--- config.mk ---
export PLATFORM = sky130hd
export DESIGN_NAME = xmas_fair_sink
export DESIGN_NICKNAME = d
export VERILOG_FILES = /design/src/rtl/xmas_pkg.sv /design/src/rtl/xmas_sat_counter.sv /design/src/rtl/xmas_fair_sink.sv
export SDC_FILE = /design/constraint.sdc
export NUM_CORES = 1
export LEC_CHECK = 0
export BUFFER_PORTS_ARGS = -buffer_cell sky130_fd_sc_hd__buf_2
export CAP_MARGIN = 20
export CORE_ASPECT_RATIO = 1.2
export CORE_MARGIN = 10
export CORE_UTILIZATION = 59
export CTS_CLUSTER_SIZE = 25
export DETAILED_ROUTE_END_ITERATION = 10
export PLACE_DENSITY = 0.84
export SYNTH_ARGS = -nofsm -noshare
export SYNTH_HDL_FRONTEND = slang
export SYNTH_SLANG_ARGS = --single-unit
--- constraint.sdc ---
create_clock -name clk -period 5 [get_ports clk]
set_clock_uncertainty 0.15 [all_clocks]
set_input_delay 0.75 -clock clk [delete_from_list [all_inputs] [get_ports clk]]
set_output_delay 0.75 -clock clk [all_outputs]
set_load 0.01 [all_outputs]
--- src/rtl/xmas_pkg.sv ---
// Shared xMAS primitive definitions: channel state encoding and common widths.
package xmas_pkg;

    typedef enum logic [0:0] {
        StIdle,
        StBlocked
    } chan_state_e;

    localparam int unsigned DefaultDataW = 8;
    localparam int unsigned StallCntW    = 8;

endpackage

--- src/rtl/xmas_sat_counter.sv ---
// Saturating up-counter with synchronous reset and clear; holds at Max.
module xmas_sat_counter #(
    parameter int unsigned      Width = 8,
    parameter logic [Width-1:0] Max   = '1
) (
    input  logic             clk_i,
    input  logic             rst_i,
    input  logic             clear_i,
    input  logic             inc_i,
    output logic [Width-1:0] count_o
);

    logic [Width-1:0] count_d, count_q;

    always_comb begin
        count_d = count_q;
        if (clear_i) begin
            count_d = '0;
        end else if (inc_i && (count_q != Max)) begin
            count_d = count_q + Width'(1);
        end
    end

    always_ff @(posedge clk_i) begin
        if (rst_i) begin
            count_q <= '0;
        end else begin
            count_q <= count_d;
        end
    end

    assign count_o = count_q;

endmodule

--- src/rtl/xmas_fair_sink.sv ---
// xMAS sink with oracle-driven but bounded-fair acceptance, plus channel
// persistence and in-order data checking.
module xmas_fair_sink
    import xmas_pkg::*;
#(
    parameter int unsigned DATA_W    = DefaultDataW,
    parameter int unsigned MAX_STALL = 4,
    parameter int unsigned CNT_W     = 16,
    parameter bit          CHECK_SEQ = 1'b1
) (
    input  logic                 clk,
    input  logic                 reset,
    input  logic                 oracle,
    input  logic                 i_irdy,
    input  logic [DATA_W-1:0]    i_data,
    output logic                 i_trdy,
    output logic [CNT_W-1:0]     pkt_count,
    output logic [StallCntW-1:0] stall_cnt,
    output logic                 err_persist,
    output logic                 err_order
);

    localparam logic [StallCntW-1:0] MaxStall = StallCntW'(MAX_STALL);

    chan_state_e       state_d, state_q;
    logic [DATA_W-1:0] held_d, held_q;
    logic [DATA_W-1:0] exp_d, exp_q;
    logic              err_persist_d, err_persist_q;
    logic              err_order_d, err_order_q;
    logic              xfer, blocked;

    // Independent of i_irdy so the sink never closes a combinational loop.
    assign i_trdy  = !reset && (oracle || (stall_cnt == MaxStall));
    assign xfer    = i_irdy && i_trdy;
    assign blocked = i_irdy && !i_trdy;

    always_comb begin
        state_d       = blocked ? StBlocked : StIdle;
        held_d        = held_q;
        exp_d         = exp_q;
        err_persist_d = err_persist_q;
        err_order_d   = err_order_q;

        if ((state_q == StIdle) && blocked) begin
            held_d = i_data;
        end
        if ((state_q == StBlocked) && (!i_irdy || (i_data != held_q))) begin
            err_persist_d = 1'b1;
        end
        // Resynchronise to the received value so each gap is flagged once.
        if (xfer) begin
            exp_d = i_data + DATA_W'(1);
            if (CHECK_SEQ && (i_data != exp_q)) begin
                err_order_d = 1'b1;
            end
        end
    end

    always_ff @(posedge clk) begin
        if (reset) begin
            state_q       <= StIdle;
            held_q        <= '0;
            exp_q         <= '0;
            err_persist_q <= 1'b0;
            err_order_q   <= 1'b0;
        end else begin
            state_q       <= state_d;
            held_q        <= held_d;
            exp_q         <= exp_d;
            err_persist_q <= err_persist_d;
            err_order_q   <= err_order_d;
        end
    end

    // Any non-blocked cycle ends the current stall.
    xmas_sat_counter #(
        .Width (StallCntW),
        .Max   (MaxStall)
    ) u_stall_cnt (
        .clk_i   (clk),
        .rst_i   (reset),
        .clear_i (!blocked),
        .inc_i   (blocked),
        .count_o (stall_cnt)
    );

    xmas_sat_counter #(
        .Width (CNT_W),
        .Max   ({CNT_W{1'b1}})
    ) u_pkt_cnt (
        .clk_i   (clk),
        .rst_i   (reset),
        .clear_i (1'b0),
        .inc_i   (xfer),
        .count_o (pkt_count)
    );

    assign err_persist = err_persist_q;
    assign err_order   = err_order_q;

endmodule

Yosys cells after proc, flatten, opt, wreduce, memory -nomap -nowiden
Index checks and enable logic that the tools add are counted.
Word-level totals
  flip-flop bits (word level): 43
  output and inout bits: 27
  logic and storage cells: 32
  bits of input ports: 12
Cells by class
  muxes and demuxes: 1
  add/subtract/negate cells: 3
  bitwise gates (word level): 2
  eq/ne operators: 5
  reductions and logical operators: 14
Operators by type and width (number)
  $add 16x1->16 const B: 1
  $add 8x1->8 const B: 2
  $ne 16x16->1 const B: 1
  $ne 8x8->1: 2
  $eq 8x3->1 const B: 1
  $ne 8x3->1 const B: 1
  $logic_and 1x1->1: 7
  $logic_not 1->1: 3
  $logic_or 1x1->1: 2
  $not 1->1: 2
  $reduce_and 2->1: 1
  $reduce_or 2->1: 1
  $mux 1: 1

Logic depth before layout (Yosys ltp)
Gate-level depths: netlist (run 1).
  word-level depth: 7
  depth in mapped cells: 8
  gate-level depth less buffers: 7

Hierarchy
A second synthesis (run 1) with hierarchy kept.
Unflattened totals
  cell total of the unflattened synthesis: 273
  area, all modules: 2438.6 sq um
By module, submodules not included
  xmas_fair_sink: cells each 123, sequential area each 380.4 sq um, area each 1099.8 sq um, instances 1
  xmas_sat_counter (u_pkt_cnt): cells each 102, sequential area each 320.3 sq um, area each 917.1 sq um, instances 1
  xmas_sat_counter (u_stall_cnt): cells each 48, sequential area each 160.2 sq um, area each 421.7 sq um, instances 1

Worst setup path before layout (run 1)
OpenSTA, ideal clock, no wires.
  kind: reg2reg
  start: register u_pkt_cnt.count_q[0], in the netlist u_pkt_cnt.count_o[0]
  end: register u_pkt_cnt.count_q[15], in the netlist u_pkt_cnt.count_o[15]
  path buffers: 2
  period minus slack after synthesis: 2.398 ns
  arrival time: 2.127 ns
  setup time: 0.121 ns
  stages on the path, launching flop included: 9
  slack: 2.602 ns
  cells stage by stage: dfxtp_1 > ha_1 > and4_4 > and4b_1 > buf_6 > or3_1 > buf_2 > nor4_1 > mux2_2
On the way
  word-level cells in the longest chain between the ends: 2
  elaborated cells on any way between the ends: 3
Ends and longest elaborated chain
  from (decl): line xmas_sat_counter.sv:13  | logic [Width-1:0] count_d, count_q;
  from (signal assigned): line xmas_sat_counter.sv:28  | count_q <= count_d;
  parallel branches: the longest is 2 deep, another holds $add 16x1->16
Several ways; the timed one is not identified.
A chain may end at the register's enable or synchronous reset.

Worst setup path after layout (run 1)
  start: register u_stall_cnt.count_q[0], in the netlist u_stall_cnt.count_o[0]
  end: output i_trdy
On the way
  word-level cells in the longest chain between the ends: 3
Ends and longest elaborated chain
  from (decl): line xmas_sat_counter.sv:13
  from (signal assigned): line xmas_sat_counter.sv:28
  $eq 8x3->1: line xmas_fair_sink.sv:33  | assign i_trdy = !reset && (oracle || (stall_cnt == MaxStall));
  $logic_or 1x1->1: line xmas_fair_sink.sv:33
  $logic_and 1x1->1: line xmas_fair_sink.sv:33
  to (decl): line xmas_fair_sink.sv:16  | output logic i_trdy,
No other way between the ends.

==> results of run 1 <==
-- registers in the layout, summed over array words and instances (netlist names) --
register	cells
state_q	1
exp_q	8
u_stall_cnt.count_o	8
err_order	1
held_q	8
u_pkt_cnt.count_o	16
err_persist	1
-- where the power goes --
group / switching (W) / internal (W)
clock network: 0.000114 / 0.000126
registers: 0.00000753 / 0.000352
logic: 0.0000356 / 0.0000246
total: 0.000157 / 0.000503
-- metrics by stage --
stage | utilization (%) | hold WS (ns)
after detailed placement | 67.50 | 0.3184
final | 70.45 | 0.3276
after floorplan | - | 0.2963
after global placement | 67.50 | 0.3041
after CTS | 70.45 | 0.3276
after global routing | 70.45 | 0.3435
-- worst reg2reg max path, delay by kind of cell, from the launching register on --
| family | cells | cell delay [ns] |
|---|---|---|
| mux | 1 | 0.36 |
| flops | 1 | 0.37 |
| buf+inv | 1 | 0.08 |
| simple gates | 3 | 1.10 |
| compound gates | 1 | 0.31 |
| fa+ha+maj | 1 | 0.15 |
-- cell type report --
| class | instances | share of cell area (%) |
|---|---|---|
| tap | 37 | 1.935 |
| sequential | 43 | 35.98 |
| multi-input combinational | 181 | 49.16 |
| inverter | 5 | 0.7845 |
| timing repair buffer | 38 | 7.950 |
| clock buffer | 8 | 4.184 |
-- worst min-delay path by stage --
stage                     slack, ns  cells after the start                       end
after global placement         0.30                      2  err_persist$_SDFFE_PP0P_
after floorplan                0.30                      2     exp_q[4]$_SDFFE_PP0P_
final                          0.33                      2     exp_q[4]$_SDFFE_PP0P_
after CTS                      0.33                      2     exp_q[3]$_SDFFE_PP0P_
after global routing           0.34                      2     exp_q[3]$_SDFFE_PP0P_
after detailed placement       0.32                      2     exp_q[4]$_SDFFE_PP0P_
-- logic make-up (layout without fill, tap and decap cells) --
family	after synthesis	count (layout)	synth area share (%)
mux	13	13	6.213
xor+xnor	34	34	14.08
fa+ha+maj	4	4	2.367
simple gates	106	106	26.10
buf+inv	18	51	3.668
compound gates	24	24	6.864
flops	43	43	40.71
-- per-layer routing --
metal  vias to the layer above  GRT usage (%)  part of all wire (%)  routed length (µm)
met3                         7          3.806                   5.1                 235
li1                        900              -                     -                   -
met1                       861          16.67                    44                2006
met2                        51          25.30                    50                2300
met4                         0          5.172                   1.1                  50
met5                         -              0                     0                   0
-- synth_stat cells, types with 2 or more instances --
| cell type | n |
|---|---|
| dfxtp_1 | 43 |
| nor3_1 | 4 |
| xnor2_1 | 13 |
| nor4_1 | 8 |
| o21ai_0 | 5 |
| ha_1 | 4 |
| xor2_1 | 21 |
| a21oi_1 | 11 |
| nor2_1 | 28 |
| and3_1 | 6 |
| inv_1 | 5 |
| mux2i_1 | 12 |
| nand2_1 | 27 |
| and4_4 | 2 |
| nand4_1 | 7 |
| or4_1 | 3 |
| nor2b_1 | 3 |
| nand3_1 | 12 |
| o31ai_1 | 3 |
| buf_2 | 2 |
| clkbuf_1 | 9 |
==> results.txt, run 1 <==
Status - finished clean
Initial antenna violation count - 0
Fin cells - 312
WS Path Type - register to output port
Syn nets - 258
DRC - 0
P&R area growth vs syn - 13.14%
Mapped Avg Cell Area - 8.738 µm²
Fin. Hold Viols - 0
CP Launch Point - u_stall_cnt.count_o[0]$_SDFFE_PP0P_
Setup repair after global routing missed its margin - no
Final worst-path setup slack - 2.017 ns
CP endpoint - i_trdy
Multi-input logic area - 1176 µm²
Max FO, Critical Path - 13
Post-CTS Setup Bufs - 0
CP bufs+invs - 2
Critical Path End Type - output port
Stages on worst setup path - 6
Final instance area - 2392 µm²
Leak - 1.054 nW
CTS resizes - 0
Wirelength, routed - 4593 µm
Starting DRT DRC Count - 153
Power, Total - 0.0006605 W
Sequential area share after synthesis - 40.71%
Worst Hold Launch - exp_q[4]$_SDFFE_PP0P_
Vias - 1819
Post-synth top area share - 40.71%
Number of global-route vias before repair - 1746
Clk slew on worst S/H paths - 0.08 ns
Cell Area, Synth - 2115 µm²
Vias per Instance - 5.830
Most frequent cells in the layout - dfxtp_1 (43), buf_2 (38), nor2_1 (28)
Largest net degree at the start of global routing - 30
Synth warn - 0
Synth area leader - dfxtp_1
Setup violations, final - 0
Fin crit share - 59.67%
Hold WC Path Type - register to register
Crit path max-delay family - compound AO/OA/AOI/OAI gates
Tmin final - 2.983 ns
Setup WS pre-CTS - 1.947 ns
Drt pass-1 iters - 4
Die height - 85.58 µm
GP Congestion - 0.8014
Setup TNS Final - 0 ns
Clk sinks - 43
Global Route Usage Sum - 14.62%
VDD IR-drop max - 0.1939 mV
Post-Synthesis Cells - 242
Least-Margin Pin Slew - 0.9006 ns
Io pins - 39
Max-slew violations - 0
Reg2reg start - u_stall_cnt.count_o[0]$_SDFFE_PP0P_
Max stage delay on crit path - 0.70 ns
Worst slew margin - 39.74%
Post-layout net count - 290
Max Fclk - 335.2 MHz
R2R setup slack - 2.37 ns
Yosys cell types - 35
Core area - 3396 µm²
Die area - 6389 µm²
FF-to-FF path depth - 7
Critical-path cell list - inv_1 -> ha_1 -> nor4b_4 -> a21oi_1 -> nor2_1 -> buf_2
Fillers - 294
Share of cells above drive strength 1 - 19.64%
FF+latch count, synth - 43
Clock latency on the worst-skew pair - 0.30 ns
Gr ovfl total - 0
Commonest non-fill, non-tap cell in the layout - dfxtp_1
Ys async rst share - 0%
Clock tree buffer depth - 2
Worst R2R End - u_pkt_cnt.count_o[15]$_SDFFE_PP0P_
Critical Path RT - 4.10 ns
Synth top area cells - dfxtp_1 (41%), xor2_1 (8.7%), mux2i_1 (5.7%)
First-pass GRT wire length - 7638 µm
CTS buffer count - 5
Placed cell area - 2292 µm²
Critical path startpoint category - register
Main synth FF type - dfxtp_1
Post-DP HPWL - 3360 µm
CTS tree - done
Clk root buf - clkbuf_8
Post-synth EDFFs - 0
Drt wl/cell - 14.72 µm
Initial Util - 62.27%
PwrDens - 276.1 nW/µm²
Number of routed nets with antenna violations - 0
Cells after DPL - 304
# diodes - 0
Max capacitance violation total - 0
CTS Hold Bufs - 0
Register Area - 860.8 µm²
Crit path DAT - 2.08 ns
PortBufs - 38
Slowest CP cell - a21oi_1
Die X - 74.65 µm
H-tree depth - 2
Site Rows - 23
(Power assumes the default switching activity.)
==> run 2: changes to the inputs <==
--- a/config.mk
+++ b/config.mk
@@ -5,14 +5,15 @@
 export SDC_FILE = /design/constraint.sdc
 export NUM_CORES = 1
 export LEC_CHECK = 0
+export ABC_AREA = 1
 export BUFFER_PORTS_ARGS = -buffer_cell sky130_fd_sc_hd__buf_2
 export CAP_MARGIN = 20
 export CORE_ASPECT_RATIO = 1.2
 export CORE_MARGIN = 10
-export CORE_UTILIZATION = 59
+export CORE_UTILIZATION = 56
 export CTS_CLUSTER_SIZE = 25
 export DETAILED_ROUTE_END_ITERATION = 10
-export PLACE_DENSITY = 0.84
+export PLACE_DENSITY = 0.79
 export SYNTH_ARGS = -nofsm -noshare
 export SYNTH_HDL_FRONTEND = slang
 export SYNTH_SLANG_ARGS = --single-unit
==> constraint.sdc (replaced) <==
create_clock -name clk -period 2.75 [get_ports clk]
set_clock_uncertainty 0.15 [all_clocks]
set_input_delay 0.4125 -clock clk [delete_from_list [all_inputs] [get_ports clk]]
set_output_delay 0.4125 -clock clk [all_outputs]
set_load 0.01 [all_outputs]
==> run 2 against run 1 <==
Synthesized cell count grew 50%. Sequential power grew 83%. Via count grew 21%. Sequential cell count is the same. Wire length grew 11%. Critical endpoint unchanged. Synthesized area grew 13%. Critical path type unchanged. Cell count grew 45%. Largest cell class unchanged. Die area grew 14%. Total power grew 98%. Clock power grew 110%. Cell area grew 13%. Non-clock buffer count grew 1.
==> results.txt, run 2 <==
Gr ovfl total - 0 (unchanged)
Post-Synthesis Cells - 363 (+50%)
Vias per Instance - 4.870 (-16%)
FF+latch count, synth - 43 (unchanged)
Max stage delay on crit path - 0.36 ns (-0.34 ns)
Synth top area cells - dfxtp_1 (36%), nand2_1 (14%), nor2_1 (11%)
Clock tree buffer depth - 2 (unchanged)
Final worst-path setup slack - 0.5431 ns (-1.473 ns)
Post-CTS Setup Bufs - 0 (unchanged)
Cell Area, Synth - 2396 µm² (+13%)
Most frequent cells in the layout - nand2_1 (88), nor2_1 (71), dfxtp_1 (43)
Core area - 4197 µm² (+24%)
FF-to-FF path depth - 9 (+2)
Post-synth EDFFs - 0 (unchanged)
WS Path Type - register to output port
P&R area growth vs syn - 12.58%
Initial Util - 57.10% (-5.2 points)
Clk sinks - 43 (unchanged)
Max reg flops - 16 (unchanged)
CTS resizes - 0 (unchanged)
Post-synth top area share - 35.93% (-4.8 points)
# diodes - 0 (unchanged)
Main synth FF type - dfxtp_1
Commonest non-fill, non-tap cell in the layout - nand2_1
Max FO, Critical Path - 5 (-8)
Vias - 2206 (+21%)
Max capacitance violation total - 0 (unchanged)
GP Congestion - 0.8133 (+1.5%)
Drt pass-1 iters - 4 (unchanged)
Share of cells above drive strength 1 - 14.86% (-4.8 points)
Clk slew on worst S/H paths - 0.08 ns (about the same)
Setup repair after global routing missed its margin - no
CTS Hold Bufs - 0 (unchanged)
Critical Path Most Common Cell - nor2_1
Site Rows - 26 (+13%)
CTS tree - done
Setup TNS Final - 0 ns (unchanged)
Ys async rst share - 0% (unchanged)
Slowest CP cell - dfxtp_1
Clk root buf - clkbuf_8
CTS buffer count - 5 (unchanged)
Leak - 1.276 nW (+21%)
Setup violations, final - 0 (unchanged)
H-tree depth - 2 (unchanged)
Die height - 91.66 µm (+7.1%)
Critical path startpoint category - register
Synth cell count leaders - nand2_1 (88), nor2_1 (71), dfxtp_1 (43)
Die area - 7306 µm² (+14%)
Global Route Usage Sum - 14.81% (+0.18 points)
Starting DRT DRC Count - 98 (-36%)
Crit path DAT - 1.64 ns (-0.44 ns)
CP endpoint - i_trdy
Top-count cell post-synth - nand2_1
Yosys cell types - 28 (-20%)
PortBufs - 38 (unchanged)
PwrDens - 485.2 nW/µm² (+76%)
Max Fclk - 453.1 MHz
Hold WC Path Type - input port to register
Critical-path cell list - inv_1 -> ha_1 -> nand3_2 -> nor2_2 -> nor2_1 -> nor2_1 -> buf_2
Fin crit share - 80.25%
Mapped Avg Cell Area - 6.601 µm² (-24%)
Max-slew violations - 0 (unchanged)
Least-Margin Pin Slew - 0.4927 ns (-0.4078 ns)
Clock latency on the worst-skew pair - 0.30 ns (about the same)
Wirelength, routed - 5104 µm (+11%)
Fin. Hold Viols - 0 (unchanged)
Synth area leader - dfxtp_1
Number of global-route vias before repair - 2126 (+22%)
Sequential area share after synthesis - 35.93% (-4.8 points)
DRC - 0 (unchanged)
VDD IR-drop max - 0.4500 mV (+130%)
Die X - 79.71 µm (+6.8%)
Syn nets - 379 (+47%)
Largest net degree at the start of global routing - 28 (-6.7%)
Worst slew margin - 67.12% (+27 points)
Post-layout net count - 412 (+42%)
Number of routed nets with antenna violations - 0 (unchanged)
R2R setup slack - 0.76 ns (-1.61 ns)
Drt wl/cell - 11.27 µm (-23%)
Post-DP HPWL - 3880 µm (+15%)
Reg2reg start - u_pkt_cnt.count_o[0]$_SDFFE_PP0P_
Critical Path RT - 2.19 ns (-1.91 ns)
Setup WS pre-CTS - 0.7609 ns (-1.186 ns)
Layout Utilization - 64.28% (-6.2 points)
Io pins - 39 (unchanged)
Synth warn - 0 (unchanged)
Tmin final - 2.207 ns
Critical Path End Type - output port
First-pass GRT wire length - 9128 µm (+20%)
Fin Hold WS - 0.2087 ns (-0.1189 ns)
CP Launch Point - u_stall_cnt.count_o[0]$_SDFFE_PP0P_
Initial antenna violation count - 0 (unchanged)
Worst R2R End - u_pkt_cnt.count_o[1]$_SDFFE_PP0P_
Status - finished clean
[run 2: worst min path at each step]
stage,from,endpoint,slack [ns],cells past startpoint
floorplan,state_q$_SDFF_PP0_,err_persist$_SDFFE_PP0P_,0.28,2
global placement,err_persist$_SDFFE_PP0P_,err_persist$_SDFFE_PP0P_,0.29,2
detailed placement,err_order$_SDFFE_PP0P_,err_order$_SDFFE_PP0P_,0.31,2
CTS,reset,err_order$_SDFFE_PP0P_,0.20,2
global route,reset,err_order$_SDFFE_PP0P_,0.22,2
finish,reset,err_order$_SDFFE_PP0P_,0.21,2
[run 2: kinds of logic (layout without fill, tap and decap cells)]
kind of cell	Yosys count	after routing	share of synthesized area (%)
simple gates	211	211	37.55
xor+xnor	18	18	6.580
flops	43	43	35.93
buf+inv	55	89	10.29
compound gates	32	32	7.572
fa+ha+maj	4	4	2.089
[run 2: metal layers]
layer,wire length (µm),GRT usage [%],vias up
met3,275,4.980,4
met1,2179,15.97,972
li1,-,-,1199
met4,52,4.192,0
met5,0,0,-
met2,2597,26.42,31
[run 2: power breakdown]
| group | switching [W] | internal [W] | total (W) | leakage, nW |
|---|---|---|---|---|
| clock | 0.000213 | 0.000294 | 0.000507 | 0.0612 |
| combinational | 0.0000865 | 0.0000552 | 0.000142 | 0.865 |
| sequential | 0.0000153 | 0.000645 | 0.000660 | 0.350 |
| total | 0.000315 | 0.000994 | 0.00131 | 1.28 |
[run 2: area by class of cell]
| class | instances | area (µm²) |
|---|---|---|
| fillers | 397 | 1499 |
| multi-input cells | 265 | 1289 |
| flip-flops and latches | 43 | 860.8 |
| repair buffers | 39 | 197.7 |
| inverters | 42 | 162.7 |
| clock buffers | 6 | 82.58 |
| well taps | 56 | 70.07 |
| clock inverters | 2 | 35.03 |
[run 2: critical path, delay by kind of cell, from the launching register on]
| family | cells | cell delay, ns |
|---|---|---|
| DFF | 1 | 0.36 |
| adders and majority gates | 1 | 0.17 |
| buffers and inverters | 2 | 0.27 |
| and+or+nand+nor | 4 | 0.57 |
[run 2: metrics by stage]
stage	area, µm²	std cells	total power, W
2_1_floorplan	2396	363	0.0007835
3_3_place_gp	2580	445	0.0008131
3_5_place_dp	2580	445	0.0008165
4_1_cts	2698	453	0.001328
5_1_grt	2698	453	0.001379
6_report	2698	453	0.001309
==> run 3: changes to the inputs <==
--- a/config.mk
+++ b/config.mk
@@ -10,10 +10,10 @@
 export CAP_MARGIN = 20
 export CORE_ASPECT_RATIO = 1.2
 export CORE_MARGIN = 10
-export CORE_UTILIZATION = 56
+export CORE_UTILIZATION = 51
 export CTS_CLUSTER_SIZE = 25
 export DETAILED_ROUTE_END_ITERATION = 10
-export PLACE_DENSITY = 0.79
+export PLACE_DENSITY = 0.76
 export SYNTH_ARGS = -nofsm -noshare
 export SYNTH_HDL_FRONTEND = slang
 export SYNTH_SLANG_ARGS = --single-unit
==> constraint.sdc (replaced) <==
create_clock -name clk -period 1.9 [get_ports clk]
set_clock_uncertainty 0.15 [all_clocks]
set_input_delay 0.285 -clock clk [delete_from_list [all_inputs] [get_ports clk]]
set_output_delay 0.285 -clock clk [all_outputs]
set_load 0.01 [all_outputs]
==> run 3 against run 2 <==
Sequential share of layout area fell by 1.0 points. Largest cell class unchanged. Setup slack got worse by 0.45 ns. Via count up 4.4%. Largest power group unchanged. Wire length rose by 5.2%. Global-route usage shrank 0.65 points. Utilization fell by 2.5 points. Total power increased by 38%. Combinational power is 55% higher. Critical path depth rose by 3.
==> results.txt, run 3 (same netlist as run 2, synthesis figures left out) <==
Status - finished clean
PwrDens - 642.0 nW/µm² (+32%)
Fin cells - 466 (+2.9%)
Clk root buf - clkbuf_8
CTS tree - done
Fin. Hold Viols - 0 (unchanged)
Clk sinks - 43 (unchanged)
Max FO, Critical Path - 16 (+11)
Largest net degree at the start of global routing - 28 (unchanged)
Leak - 1.328 nW (+4.1%)
Die area - 7851 µm² (+7.5%)
Max capacitance violation total - 0 (unchanged)
Tmin final - 1.807 ns
Max-slew violations - 0 (unchanged)
R2R setup slack - 0.09 ns (-0.67 ns)
Clock latency on the worst-skew pair - 0.29 ns (about the same)
Global routing usage on met3 - 3.107% (-1.9 points)
Core area - 4561 µm² (+8.7%)
Io pins - 39 (unchanged)
Drt wl/cell - 11.52 µm (+2.2%)
Fin crit share - 95.11%
Worst slew margin - 78.31% (+11 points)
Hold WC Path Type - input port to register
Setup WS pre-CTS - 0.1486 ns (-0.6123 ns)
First-pass GRT wire length - 9032 µm (-1.1%)
P&R area growth vs syn - 17.55%
Gr ovfl total - 0 (unchanged)
Commonest non-fill, non-tap cell in the layout - nand2_1
# diodes - 0 (unchanged)
Least-Margin Pin Slew - 0.3237 ns (-0.1691 ns)
Fin Hold WS - 0.1058 ns (-0.1029 ns)
Global Route Usage Sum - 14.16% (-0.65 points)
Critical path startpoint category - register
CP endpoint - held_q[5]$_SDFFE_PP0P_
Reg2reg start - u_stall_cnt.count_o[1]$_SDFFE_PP0P_
DRC - 0 (unchanged)
Power, Total - 0.001808 W (+38%)
CP Launch Point - u_stall_cnt.count_o[1]$_SDFFE_PP0P_
Max Fclk - 553.4 MHz
Clk slew on worst S/H paths - 0.08 ns (about the same)
Cells after DPL - 452 (+1.6%)
VDD IR-drop max - 0.4919 mV (+9.3%)
Site Rows - 27 (+3.8%)
Post-DP HPWL - 3968 µm (+2.3%)
Post-layout net count - 423 (+2.7%)
Clock tree buffer depth - 2 (unchanged)
Initial antenna violation count - 0 (unchanged)
Die X - 82.57 µm (+3.6%)
Global routing's busiest layer - met2
CTS buffer count - 5 (unchanged)
Met1 Resource Use GR - 16.37% (+0.40 points)
Critical Path End Type - register
Die height - 95.09 µm (+3.7%)
Initial Util - 52.54% (-4.6 points)
Setup TNS Final - 0 ns (unchanged)
Number of routed nets with antenna violations - 0 (unchanged)
Share of cells above drive strength 1 - 19.36% (+4.5 points)
Final worst-path setup slack - 0.09298 ns (-0.4501 ns)
Max reg flops - 16 (unchanged)
CTS Hold Bufs - 0 (unchanged)
GR Util met2 - 24.42% (-2.0 points)
WS Path Type - register to register
Most frequent cells in the layout - nand2_1 (87), nor2_1 (68), dfxtp_1 (40)
Worst R2R End - held_q[5]$_SDFFE_PP0P_
Wirelength, routed - 5368 µm (+5.2%)
PortBufs - 38 (unchanged)
Setup violations, final - 0 (unchanged)
GP Congestion - 0.8373 (+3.0%)
Starting DRT DRC Count - 79 (-19%)
H-tree depth - 2 (unchanged)
FF-to-FF path depth - 10 (+1)
Crit path DAT - 1.85 ns (+0.21 ns)
Number of global-route vias before repair - 2053 (-3.4%)
Vias - 2303 (+4.4%)
Drt pass-1 iters - 4 (unchanged)
Vias per Instance - 4.942 (+1.5%)
Critical Path RT - 1.94 ns (-0.25 ns)
## run 3: changes by cell type in the layout (fill, tap and decap cells not counted), moves of 2 or more
cell,before,now
buf_4,1,12
dfxtp_1,43,40
nor2_1,71,68
dfxtp_4,0,2
inv_1,40,38
nor2_4,0,2
## run 3: through the flow
stage	util, %	instance area (µm²)
global placement	57.45	2620
finish	61.76	2816
CTS	59.95	2734
detailed placement	57.45	2620
floorplan	-	2396
global route	61.76	2816
## run 3: metal layers
layer | share of wire [%] | vias up
met2 | 52 | 36
met1 | 42 | 1038
li1 | - | 1225
met3 | 5.6 | 4
met5 | 0 | -
met4 | 0.91 | 0
## run 3: power by group
group | total [W] | switching (W) | internal (W) | leakage (nW)
clock | 0.000634 | 0.000302 | 0.000332 | 0.0515
combinational | 0.000220 | 0.000131 | 0.0000891 | 0.924
sequential | 0.000954 | 0.0000215 | 0.000932 | 0.352
total | 0.00181 | 0.000455 | 0.00135 | 1.33
## run 3: worst max-delay path, stage by stage, from the launching register on
cell and delay, ns:
dfxtp_4 0.36, inv_2 0.06, ha_4 0.13, nand3_4 0.07, buf_4 0.15, o21bai_4 0.18, nand2_1 0.12, nand3b_2 0.28
nand2_1 0.09, nand2_1 0.07, nor2_1 0.03
## run 3: what timing repair did
item / CTS / global route
setup buffers: 1 / 5
resized for setup: 2 / 15
pin swaps: 2 / 2
endpoints found under the setup margin: 1 / 15
## run 3: worst min path at each step
stage                                   from                       end  slack [ns]  cells after the start
floorplan                              reset    err_order$_SDFFE_PP0P_        0.20                      1
global placement    err_persist$_SDFFE_PP0P_  err_persist$_SDFFE_PP0P_        0.30                      2
detailed placement  err_persist$_SDFFE_PP0P_  err_persist$_SDFFE_PP0P_        0.29                      2
CTS                                    reset     exp_q[0]$_SDFFE_PP0P_        0.09                      2
global route                           reset     exp_q[0]$_SDFFE_PP0P_        0.12                      2
finish                                 reset     exp_q[0]$_SDFFE_PP0P_        0.11                      2
## run 3: cell type report
type | instances | area, µm²
Fill cell | 414 | 1744
Multi-Input combinational cell | 265 | 1329
Sequential cell | 43 | 869.6
Timing Repair Buffer | 50 | 280.3
Inverter | 42 | 165.2
Clock buffer | 8 | 100.1
Tap cell | 58 | 72.57
